===== config.mk =====
export PLATFORM = sky130hd
export DESIGN_NAME = branch_resolver
export DESIGN_NICKNAME = d
export VERILOG_FILES = /design/src/rtl/branch_resolver.sv
export SDC_FILE = /design/constraint.sdc
export NUM_CORES = 1
export LEC_CHECK = 0
export CORE_MARGIN = 2
export CORE_UTILIZATION = 45
export DETAILED_ROUTE_END_ITERATION = 7
export PLACE_DENSITY_LB_ADDON = 0.3
export REMOVE_ABC_BUFFERS = 1
export SLEW_MARGIN = 20
export SYNTH_ARGS = -nofsm -noshare
export SYNTH_HDL_FRONTEND = slang
export SYNTH_SLANG_ARGS = --single-unit

===== constraint.sdc =====
create_clock -name clk -period 1.8 [get_ports clk]
set_input_delay 0.18 -clock clk [delete_from_list [all_inputs] [get_ports clk]]
set_output_delay 0.18 -clock clk [all_outputs]
set_load 0.005 [all_outputs]

===== src/rtl/branch_resolver.sv =====
// Branch resolver: holds a branch until every older flag writer has retired, then
// evaluates its condition against {N,V,Z} and produces the taken decision and redirect PC.
module branch_resolver #(
  parameter int CNT_W = 2
) (
  input  logic             clk,
  input  logic             rst,
  input  logic             br_valid,
  output logic             br_ready,
  input  logic [2:0]       br_cond,
  input  logic             br_is_reg,
  input  logic [15:0]      pc_plus2,
  input  logic [8:0]       imm9,
  input  logic [15:0]      reg_target,
  input  logic [2:0]       flag_out,
  input  logic             flag_wr_issue,
  input  logic             flag_wr_retire,
  output logic             stall,
  output logic             resolved,
  output logic             taken,
  output logic [15:0]      redirect_pc,
  output logic [CNT_W-1:0] pending,
  output logic             sb_err
);

  localparam logic [1:0] IDLE    = 2'd0;
  localparam logic [1:0] WAIT    = 2'd1;
  localparam logic [1:0] RESOLVE = 2'd2;

  localparam logic [CNT_W-1:0] CNT_MAX = {CNT_W{1'b1}};
  localparam logic [CNT_W-1:0] CNT_ONE = CNT_W'(1);

  logic [1:0]       state;
  logic [1:0]       state_next;
  logic [CNT_W-1:0] pending_next;
  logic             sb_fault;
  logic             accept;
  logic [15:0]      br_target;
  logic [2:0]       cond_q;
  logic [15:0]      pc_q;
  logic [15:0]      target_q;
  logic             cond_met;
  logic             flag_n;
  logic             flag_v;
  logic             flag_z;

  assign br_ready = (state == IDLE);
  assign stall    = (state == WAIT) || (state == RESOLVE);
  assign accept   = br_valid && (state == IDLE);

  // B offsets are word offsets, so the sign-extended immediate is shifted left by one.
  assign br_target = br_is_reg ? reg_target
                               : pc_plus2 + {{6{imm9[8]}}, imm9, 1'b0};

  assign flag_n = flag_out[2];
  assign flag_v = flag_out[1];
  assign flag_z = flag_out[0];

  // Saturating scoreboard: an overflowing issue or underflowing retire leaves the count alone.
  always_comb begin
    pending_next = pending;
    sb_fault     = 1'b0;
    if (flag_wr_issue && !flag_wr_retire) begin
      if (pending == CNT_MAX) sb_fault = 1'b1;
      else                    pending_next = pending + CNT_ONE;
    end else if (flag_wr_retire && !flag_wr_issue) begin
      if (pending == '0) sb_fault = 1'b1;
      else               pending_next = pending - CNT_ONE;
    end
  end

  always_comb begin
    cond_met = 1'b1;
    case (cond_q)
      3'b000:  cond_met = !flag_z;
      3'b001:  cond_met = flag_z;
      3'b010:  cond_met = !flag_z && !flag_n;
      3'b011:  cond_met = flag_n;
      3'b100:  cond_met = flag_z || (!flag_z && !flag_n);
      3'b101:  cond_met = flag_n || flag_z;
      3'b110:  cond_met = flag_v;
      default: cond_met = 1'b1;
    endcase
  end

  // In WAIT, a retire that drains the count releases the branch right after the flags land.
  always_comb begin
    state_next = state;
    case (state)
      IDLE: begin
        if (accept) begin
          if (br_cond == 3'b111 || (pending == '0 && !flag_wr_retire)) state_next = RESOLVE;
          else                                                           state_next = WAIT;
        end
      end
      WAIT:    if (pending_next == '0) state_next = RESOLVE;
      RESOLVE: state_next = IDLE;
      default: state_next = IDLE;
    endcase
  end

  always_ff @(posedge clk) begin
    if (rst) begin
      state       <= IDLE;
      pending     <= '0;
      sb_err      <= 1'b0;
      resolved    <= 1'b0;
      taken       <= 1'b0;
      redirect_pc <= '0;
      cond_q      <= '0;
      pc_q        <= '0;
      target_q    <= '0;
    end else begin
      state    <= state_next;
      pending  <= pending_next;
      resolved <= (state == RESOLVE);
      if (sb_fault) sb_err <= 1'b1;
      if (accept) begin
        cond_q   <= br_cond;
        pc_q     <= pc_plus2;
        target_q <= br_target;
      end
      if (state == RESOLVE) begin
        taken       <= cond_met;
        redirect_pc <= cond_met ? target_q : pc_q;
      end
    end
  end

endmodule


==> results of run 1 <==
==> power breakdown <==
| part | internal (W) | switching [W] |
|---|---|---|
| sequential | 0.00143 | 0.0000833 |
| combinational | 0.000670 | 0.000619 |
| clock | 0.000566 | 0.000503 |
| total | 0.00267 | 0.00121 |
==> repair_timing <==
action                                  CTS  global route
endpoints found under the setup margin   10            16
gates resized for setup                  32            32
hold buffers                              0             0
pin swaps                                17            19
buffers inserted                          1             3
==> per-layer routing <==
metal  up-vias  GRT usage (%)  part of all wire, %
met3        26           4.52                  6.6
li1       1602              -                    -
met5         -              0                    0
met4         0           9.09                  2.9
met1      1509           30.2                   42
met2       128           41.0                   48
==> synthesized netlist by cell type (all sizes together) (3+ instances only) <==
master	count
nand2	59
dfxtp	58
a21oi	44
nor2	38
a211oi	25
mux2i	21
ha	17
clkbuf	16
o21ai	14
inv	8
nor3	7
a311oi	6
nand2b	6
a21o	5
buf	5
nor2b	5
o211ai	5
nand3	4
a31oi	3
nor3b	3
o21a	3
o21bai	3
xor2	3
==> kinds of logic after synthesis <==
group,Yosys count,share of synthesized area [%]
AO/OA/AOI/OAI,116,24.4
XOR/XNOR,5,1.38
adder cells (fa/ha/maj),18,7.33
buffers and inverters,30,4.45
flip-flops,58,36.5
multiplexers,21,6.62
AND/OR/NAND/NOR,134,19.3
==> worst paths after layout <==
path / start / endpoint / slack [ns] / depth (start not counted)
worst min-delay path: rst / pc_q[3]$_SDFFE_PP0P_ / 0.11 / 2
worst max-delay path: pc_plus2[9] / target_q[14]$_SDFFE_PP0P_ / 0.007 / 8
worst max register to register: cond_q[1]$_SDFFE_PP0P_ / redirect_pc[3]$_SDFFE_PP0P_ / 0.13 / 7
worst min register to register: pc_q[2]$_SDFFE_PP0P_ / pc_q[2]$_SDFFE_PP0P_ / 0.45 / 2
==> state kept, by name, summed over array words and instances, names as in the netlist <==
register and count:
taken 1, pending 2, redirect_pc 16, resolved 1, sb_err 1, state 2, target_q 16, cond_q 3
pc_q 16
==> through the flow <==
step                std cells  area, µm²
finish                    597       4730
global route              597       4730
CTS                       594       4630
detailed placement        578       4320
global placement          578       4320
floorplan                 361       3070
==> cells in the final DEF (no fill, tap or decap), types with 9 or more instances in the layout <==
cell type	n
mux2i_1	21
nand2_1	57
ha_4	9
a211oi_1	23
a21oi_1	37
clkdlybuf4s50_1	55
dfxtp_1	57
clkbuf_8	11
buf_4	46
nor2_1	37
o21ai_0	11
==> critical path: cells and delay by family <==
| family | cells | cell delay [ns] |
|---|---|---|
| simple gates | 2 | 0.13 |
| fa+ha+maj | 1 | 0.32 |
| compound gates | 3 | 0.75 |
| buf+inv | 2 | 0.63 |
==> final cells by class <==
cell class / count / area [µm²] / area share (%)
multi-input cells: 294 / 2090 / 44.2
flip-flops and latches: 58 / 1160 / 24.6
repair buffers: 125 / 1150 / 24.3
clock buffers: 13 / 159 / 3.36
well taps: 96 / 120 / 2.54
inverters: 9 / 33.8 / 0.714
clock inverters: 2 / 12.5 / 0.264
==> impl_metrics.csv, run 1 <==
group,metric,value,unit
cts,root_buffer,"clkbuf_8",
critical_path,cp_max_fo,5,
sta,period_needed,1.79,ns
place,place_congestion,0.904,
sta,worst_slack,0.00676,ns
cts,clockBufferDepth,2,
route,dr_total_vias,3265,
synthesis,yosysUniqueCellTypes,54,
place,dpl.hpwl,6.23,mm
critical_path,critPathLaunchType,"primary input",
sta,slew_headroom,70.9,%
power_and_ir_drop,p_total,0.00387,W
critical_path,path_cells,"clkdlybuf4s50_1 > ha_2 > a21oi_2 > nand2_2 > buf_4 > o311ai_4 > nor4_2 > a211o_1",
global_route,grt_pass1_wl,14.5,mm
critical_path,slowest_delay,0.49,ns
flow_run,maxCapViolations,0,
route,wl,9.44,mm
global_route,grt_pass1_vias,3135,
route,drt-initial-drc-count,193,
cts,htreeDepth,3,
critical_path,required,2.02,ns
cts,clk_pin_slew,0.07,ns
floorplanning,rows,30,
sta,period_share,99.6,%
global_route,grt_util_all_layers,24.1,%
cts,cts_tree,"yes",
sta,slew_violations,0,
global_route,grt-ovfl-total,0,
sta,hold_violations,0,
sta,fmax,558,MHz
final_layout,final_util,69.2,%
sta,tightest_slew,0.437,ns
power_and_ir_drop,ir_drop,0.439,mV
critical_path,end_kind,"flop",
floorplanning,core,6830,µm²
critical_path,crit_arrival,2.01,ns
route,wl_per_cell,15.8,µm
hold_path,min_path_type,"in2reg",
critical_path,critPathSlowestCell,"clkdlybuf4s50_1",
synthesis,yosysWarningCount,0,
final_layout,area.growth.synth_to_final,48.9,%
final_layout,drive_above_1_share,21.2,%
route,dr.pass1.iters,5,
synthesis,synth-seq-cells,58,
sta,final-setup-viol-count,0,
place,dp_slack,-0.717,ns
route,drc_errors,0,
floorplanning,die_y,88.0,µm
final_layout,nets,568,
cts,clk_latency,0.33,ns
outcome,status,"complete, no violations",
power_and_ir_drop,leakagePower,1.92,nW
final_layout,fillers,578,
global_route,antenna_found_initial,0,
synthesis,synth_largest_area_cell,"dfxtp_1",
floorplanning,ios,76,
synthesis,synthCells,382,
route,viasPerCell,5.47,
synthesis,synth_area_per_cell,8.32,µm²
synthesis,synth-async-reset-ratio,0,%
floorplanning,initial_core_util,46.5,%
floorplanning,dieWidth,88.0,µm
cts,clkSinkCount,58,
cts,cts_buffers,9,
synthesis,synth_area,3180,µm²
critical_path,crit_type,"in2reg",
place,portBuffers,75,
synthesis,yosysSeqAreaShare,36.5,%
floorplanning,die-area,7750,µm²
sta,skew,0.00986,ns
synthesis,synth_edf_count,0,
route,ant_nets,0,
synthesis,ys.flop_type,"dfxtp_1",
sta,setup_tns,0,ns
sta,hold_slack,0.106,ns
synthesis,synth_top_area_share,36.5,%
final_layout,antenna_cells,0,
power_and_ir_drop,p_per_area,819,nW/µm²
global_route,grt_max_degree,41,
synthesis,synth.area.top_cells,"dfxtp_1, nand2_1, ha_1",
(Power assumes the default switching activity.)
==> inputs of run 2 (changes only) <==
--- a/config.mk
+++ b/config.mk
@@ -7,9 +7,11 @@
 export LEC_CHECK = 0
 export CORE_MARGIN = 2
 export CORE_UTILIZATION = 45
+export CTS_CLUSTER_DIAMETER = 50
 export DETAILED_ROUTE_END_ITERATION = 7
 export PLACE_DENSITY_LB_ADDON = 0.3
 export REMOVE_ABC_BUFFERS = 1
+export SKIP_LAST_GASP = 1
 export SLEW_MARGIN = 20
 export SYNTH_ARGS = -nofsm -noshare
 export SYNTH_HDL_FRONTEND = slang
==> impl_metrics.csv, run 2 (synthesis gave the netlist of run 1 again) <==
group,metric,value,unit
power_and_ir_drop,switching_share,30.9,%
place,place_congestion,0.904,
final_layout,fillers,569,
sta,slew_violations,0,
final_layout,final_cell_mix,"nand2_1, dfxtp_1, clkdlybuf4s50_1",
floorplanning,rows,30,
hold_path,min_path_type,"in2reg",
final_layout,top_regs,"pc_q: 16 flops, redirect_pc: 16 flops, target_q: 16 flops",
power_and_ir_drop,p_switching,0.00119,W
cts,cts_buffers,9,
place,dpl.hpwl,6.23,mm
place,place_inst,578,
route,ant_nets,0,
critical_path,reg2reg_depth,6,
floorplanning,initial_core_util,46.5,%
route,wl,9.41,mm
cts,clk_latency,0.33,ns
cts,clockBufferDepth,2,
global_route,antenna_found_initial,0,
outcome,status,"finished with violations",
power_and_ir_drop,combPwrFrac,33.5,%
critical_path,r2r-start,"state[1]$_SDFFE_PP0P_",
critical_path,end_kind,"flop",
power_and_ir_drop,p_int,0.00267,W
power_and_ir_drop,p_total,0.00386,W
hold_path,hold_path_end,"pc_q[3]$_SDFFE_PP0P_",
sta,worst_slack,-0.107,ns
sta,hold_violations,0,
sta,fmax,524,MHz
critical_path,crit_arrival,2.14,ns
route,drt-initial-drc-count,198,
critical_path,r2r-end,"target_q[3]$_SDFFE_PP0P_",
floorplanning,dieWidth,88.0,µm
power_and_ir_drop,seqPwrFrac,39.2,%
power_and_ir_drop,leakagePower,1.92,nW
global_route,grt-ovfl-total,0,
floorplanning,die_y,88.0,µm
floorplanning,core,6830,µm²
power_and_ir_drop,p_per_area,815,nW/µm²
route,dr.pass1.iters,4,
sta,tightest_slew,0.435,ns
critical_path,cp_max_fo,4,
cts,hold_buffers,0,
route,viasPerCell,5.46,
cts,clkSinkCount,58,
cts,root_buffer,"clkbuf_8",
final_layout,instances_no_fill,598,
sta,slew_headroom,71.0,%
route,dr_total_vias,3265,
critical_path,r2r_slack,0.14,ns
cts,htreeDepth,3,
sta,period_share,106,%
place,portBuffers,75,
final_layout,area.growth.synth_to_final,49.1,%
global_route,grt_pass1_wl,14.4,mm
global_route,grt_pass1_vias,3134,
floorplanning,die-area,7750,µm²
place,place_area,4320,µm²
global_route,grt_util_all_layers,23.8,%
critical_path,required,2.03,ns
floorplanning,ios,76,
sta,period_needed,1.91,ns
sta,rsz0062_at_grt,"true",
power_and_ir_drop,ir_drop,0.417,mV
sta,skew,0.00604,ns
final_layout,antenna_cells,0,
final_layout,fin_area,4740,µm²
critical_path,crit_type,"in2reg",
final_layout,nets,569,
critical_path,critPathLaunchType,"primary input",
outcome,violations,"setup timing",
power_and_ir_drop,clkPwrFrac,27.3,%
route,drc_errors,0,
hold_path,worstHoldPathCells,2,
global_route,grt_max_degree,41,
hold_path,worstHoldStart,"rst",
flow_run,maxCapViolations,0,
cts,cts_tree,"yes",
final_layout,drive_above_1_share,21.1,%
cts,clk_pin_slew,0.07,ns
route,wl_per_cell,15.7,µm
sta,hold_slack,0.107,ns
sta,final-setup-viol-count,1,
run 2: worst max-delay path, cell delays in order:
cell,delay [ns]
clkbuf_2,0.10
ha_2,0.18
inv_2,0.04
fa_2,0.34
nand2b_4,0.16
a21oi_4,0.17
o211ai_4,0.13
buf_4,0.15
a21oi_1,0.24
o21ai_0,0.16
a211oi_1,0.27
run 2: how the worst max path moves through the flow:
stage | end | slack (ns) | start | cells after the start
3_5_place_dp | target_q[15]$_SDFFE_PP0P_ | -0.72 | pc_plus2[1] | 10
2_1_floorplan | target_q[14]$_SDFFE_PP0P_ | -0.30 | state[1]$_SDFFE_PP0P_ | 6
3_3_place_gp | target_q[15]$_SDFFE_PP0P_ | -0.64 | pc_plus2[1] | 10
5_1_grt | target_q[9]$_SDFFE_PP0P_ | -0.12 | pc_plus2[1] | 11
6_report | target_q[9]$_SDFFE_PP0P_ | -0.11 | pc_plus2[1] | 11
4_1_cts | target_q[15]$_SDFFE_PP0P_ | -0.01 | pc_plus2[10] | 8
run 2: power groups by stage:
| stage | clock, W | sequential (W) | combinational, W |
|---|---|---|---|
| 2_1_floorplan | 0 | 0.00153 | 0.000582 |
| 3_3_place_gp | 0 | 0.00153 | 0.00114 |
| 3_5_place_dp | 0 | 0.00154 | 0.00117 |
| 4_1_cts | 0.00108 | 0.00151 | 0.00122 |
| 5_1_grt | 0.00113 | 0.00153 | 0.00141 |
| 6_report | 0.00105 | 0.00151 | 0.00129 |
run 2: what timing repair did:
item / in CTS / in global routing
endpoints found under the setup margin: 10 / 16
gates resized for setup: 31 / 31
hold endpoints to repair: 0 / 0
pin swaps: 17 / 20
buffers inserted: 1 / 4
run 2: stage by stage:
stage | utilization, % | worst slack (ns) | setup TNS [ns]
5_1_grt | 69.3 | -0.120 | -0.142
2_1_floorplan | - | -0.295 | -2.03
3_3_place_gp | 63.2 | -0.639 | -6.67
6_report | 69.3 | -0.107 | -0.107
4_1_cts | 67.5 | -0.0124 | -0.0124
3_5_place_dp | 63.2 | -0.717 | -7.89
run 2: cell type report:
cell class	instances	area, µm²	area share (%)
well taps	96	120	2.54
multi-input cells	294	2090	44.2
repair buffers	126	1150	24.4
clock inverters	2	12.5	0.264
clock buffers	13	159	3.35
inverters	9	33.8	0.713
flip-flops and latches	58	1160	24.5
run 2: layer usage:
metal / track usage [%] / part of all wire, % / vias to the layer above
met2: 40.1 / 49 / 129
met1: 29.6 / 42 / 1500
met3: 4.81 / 6.7 / 27
met4: 9.92 / 2.8 / 0
met5: 0 / 0 / -
li1: - / - / 1609
==> inputs of run 3 (changes only) <==
--- a/config.mk
+++ b/config.mk
@@ -5,7 +5,7 @@
 export SDC_FILE = /design/constraint.sdc
 export NUM_CORES = 1
 export LEC_CHECK = 0
-export CORE_MARGIN = 2
+export CORE_MARGIN = 3
 export CORE_UTILIZATION = 45
 export CTS_CLUSTER_DIAMETER = 50
 export DETAILED_ROUTE_END_ITERATION = 7
==> impl_metrics.csv, run 3 (synthesis gave the netlist of run 1 again) <==
group,metric,value,unit
outcome,status,"complete, no violations",
floorplanning,ios,76,
hold_path,worstHoldStart,"pc_plus2[1]",
sta,slew_violations,0,
cts,clk_latency,0.33,ns
cts,cts_buffers,9,
cts,clkSinkCount,58,
hold_path,min_path_type,"in2reg",
sta,worst_slack,0.0466,ns
place,dpl.hpwl,6.42,mm
floorplanning,die_y,90.0,µm
route,met3_length,435,µm
critical_path,r2r-end,"redirect_pc[8]$_SDFFE_PP0P_",
power_and_ir_drop,switching_share,29.6,%
sta,period_share,97.4,%
route,wl_per_cell,14.7,µm
sta,tightest_slew,0.303,ns
final_layout,final_cell_mix,"clkdlybuf4s50_1, nand2_1, dfxtp_1",
final_layout,regArea,1160,µm²
power_and_ir_drop,ir_drop,0.389,mV
global_route,grt_pass1_vias,3109,
final_layout,top_regs,"pc_q: 16 flops, redirect_pc: 16 flops, target_q: 16 flops",
final_layout,instances_no_fill,598,
final_layout,area.growth.synth_to_final,47.8,%
cts,htreeDepth,3,
critical_path,r2r_slack,0.17,ns
cts,hold_buffers,0,
place,dp_slack,-0.700,ns
route,drc_errors,0,
critical_path,cp-endpoint,"target_q[11]$_SDFFE_PP0P_",
global_route,grt_util_all_layers,21.8,%
sta,hold_violations,0,
power_and_ir_drop,p_int,0.00273,W
floorplanning,die-area,8100,µm²
critical_path,r2r-start,"cond_q[1]$_SDFFE_PP0P_",
route,dr_wl_met2,4.31,mm
final_layout,final_common_cell,"clkdlybuf4s50_1",
sta,rsz0062_at_grt,"true",
route,dr_total_vias,3229,
flow_run,maxCapViolations,0,
global_route,grt_max_degree,33,
critical_path,reg2reg_depth,7,
power_and_ir_drop,leakagePower,1.92,nW
route,viasPerCell,5.40,
sta,period_needed,1.75,ns
floorplanning,dieWidth,90.0,µm
place,place_inst,578,
floorplanning,rows,29,
route,m1WireLength,3.95,mm
sta,hold_slack,0.115,ns
route,drt-initial-drc-count,198,
global_route,antenna_found_initial,0,
power_and_ir_drop,p_per_area,825,nW/µm²
global_route,grt-ovfl-total,0,
cts,cts_tree,"yes",
place,place_congestion,0.866,
critical_path,end_kind,"flop",
critical_path,critPathLaunchType,"primary input",
power_and_ir_drop,p_switching,0.00115,W
floorplanning,initial_core_util,48.1,%
sta,skew,0.00640,ns
sta,setup_tns,0,ns
critical_path,crit_type,"in2reg",
floorplanning,core,6600,µm²
route,top_layer,"met4",
critical_path,crit_start,"pc_plus2[4]",
cts,root_buffer,"clkbuf_8",
sta,fmax,570,MHz
sta,final-setup-viol-count,0,
final_layout,fillers,528,
final_layout,drive_above_1_share,20.2,%
place,portBuffers,75,
final_layout,multiInputGateArea,2000,µm²
route,ant_nets,0,
sta,slew_headroom,79.5,%
power_and_ir_drop,combPwrFrac,32.2,%
cts,clockBufferDepth,2,
cts,clk_pin_slew,0.07,ns
critical_path,required,2.02,ns
critical_path,crit_arrival,1.98,ns
route,dr.pass1.iters,4,
power_and_ir_drop,clkPwrFrac,28.8,%
final_layout,final_util,71.1,%
global_route,grt_pass1_wl,14.6,mm
route,wl,8.82,mm
critical_path,cp_max_fo,5,
final_layout,nets,572,
power_and_ir_drop,seqPwrFrac,39.1,%
final_layout,antenna_cells,0,
[run 3: changes by cell type in the layout (fill, tap and decap cells not counted), sizes merged]
cell / change
clkbuf: -2
clkinv: +1
buf: +3
dlygate4sd2: +1
clkdlybuf4s50: +4
clkinvlp: -1
dlymetal6s2s: -3
[run 3: metal layers]
layer	GRT usage [%]	vias up
met2	36.6	88
met5	0	-
met1	27.8	1518
met4	6.76	0
met3	4.84	12
li1	-	1611
[run 3: timing repair]
| item | in CTS | in global routing |
|---|---|---|
| setup buffers | 3 | 2 |
| pin swaps | 15 | 9 |
| gates resized for setup | 25 | 21 |
| setup endpoints to repair | 10 | 20 |
[run 3: critical path: stages]
cell	delay (ns)
dlygate4sd2_1	0.27
ha_4	0.27
o211ai_2	0.21
a21oi_4	0.06
o211ai_4	0.23
a21oi_2	0.09
or4b_1	0.50
and3_1	0.15
[run 3: power by group through the flow]
stage               sequential, W  combinational (W)  clock [W]
floorplan                 0.00153           0.000582          0
global placement          0.00153            0.00116          0
detailed placement        0.00154            0.00118          0
CTS                       0.00151            0.00122    0.00113
global route              0.00153            0.00137    0.00118
finish                    0.00151            0.00125    0.00112
[run 3: per-stage QoR]
step / instance area (µm²) / total power, W
final: 4700 / 0.00388
after CTS: 4640 / 0.00387
after global placement: 4350 / 0.00269
after global routing: 4700 / 0.00409
after detailed placement: 4350 / 0.00272
after floorplan: 3070 / 0.00211
[run 3: worst min-delay path by stage]
stage	to	slack (ns)	cells after the start
finish	pc_q[1]$_SDFFE_PP0P_	0.12	3
global route	pc_q[1]$_SDFFE_PP0P_	0.13	3
CTS	pc_q[5]$_SDFFE_PP0P_	0.17	2
detailed placement	pc_q[5]$_SDFFE_PP0P_	0.45	2
global placement	pc_q[15]$_SDFFE_PP0P_	0.44	2
floorplan	cond_q[0]$_SDFFE_PP0P_	0.25	1
[run 3: cell type report]
type,instances,share of cell area (%)
Clock inverter,2,0.213
Clock buffer,13,3.81
Inverter,9,0.719
Multi-Input combinational cell,294,42.7
Sequential cell,58,24.8
Timing Repair Buffer,129,25.4
Tap cell,93,2.48
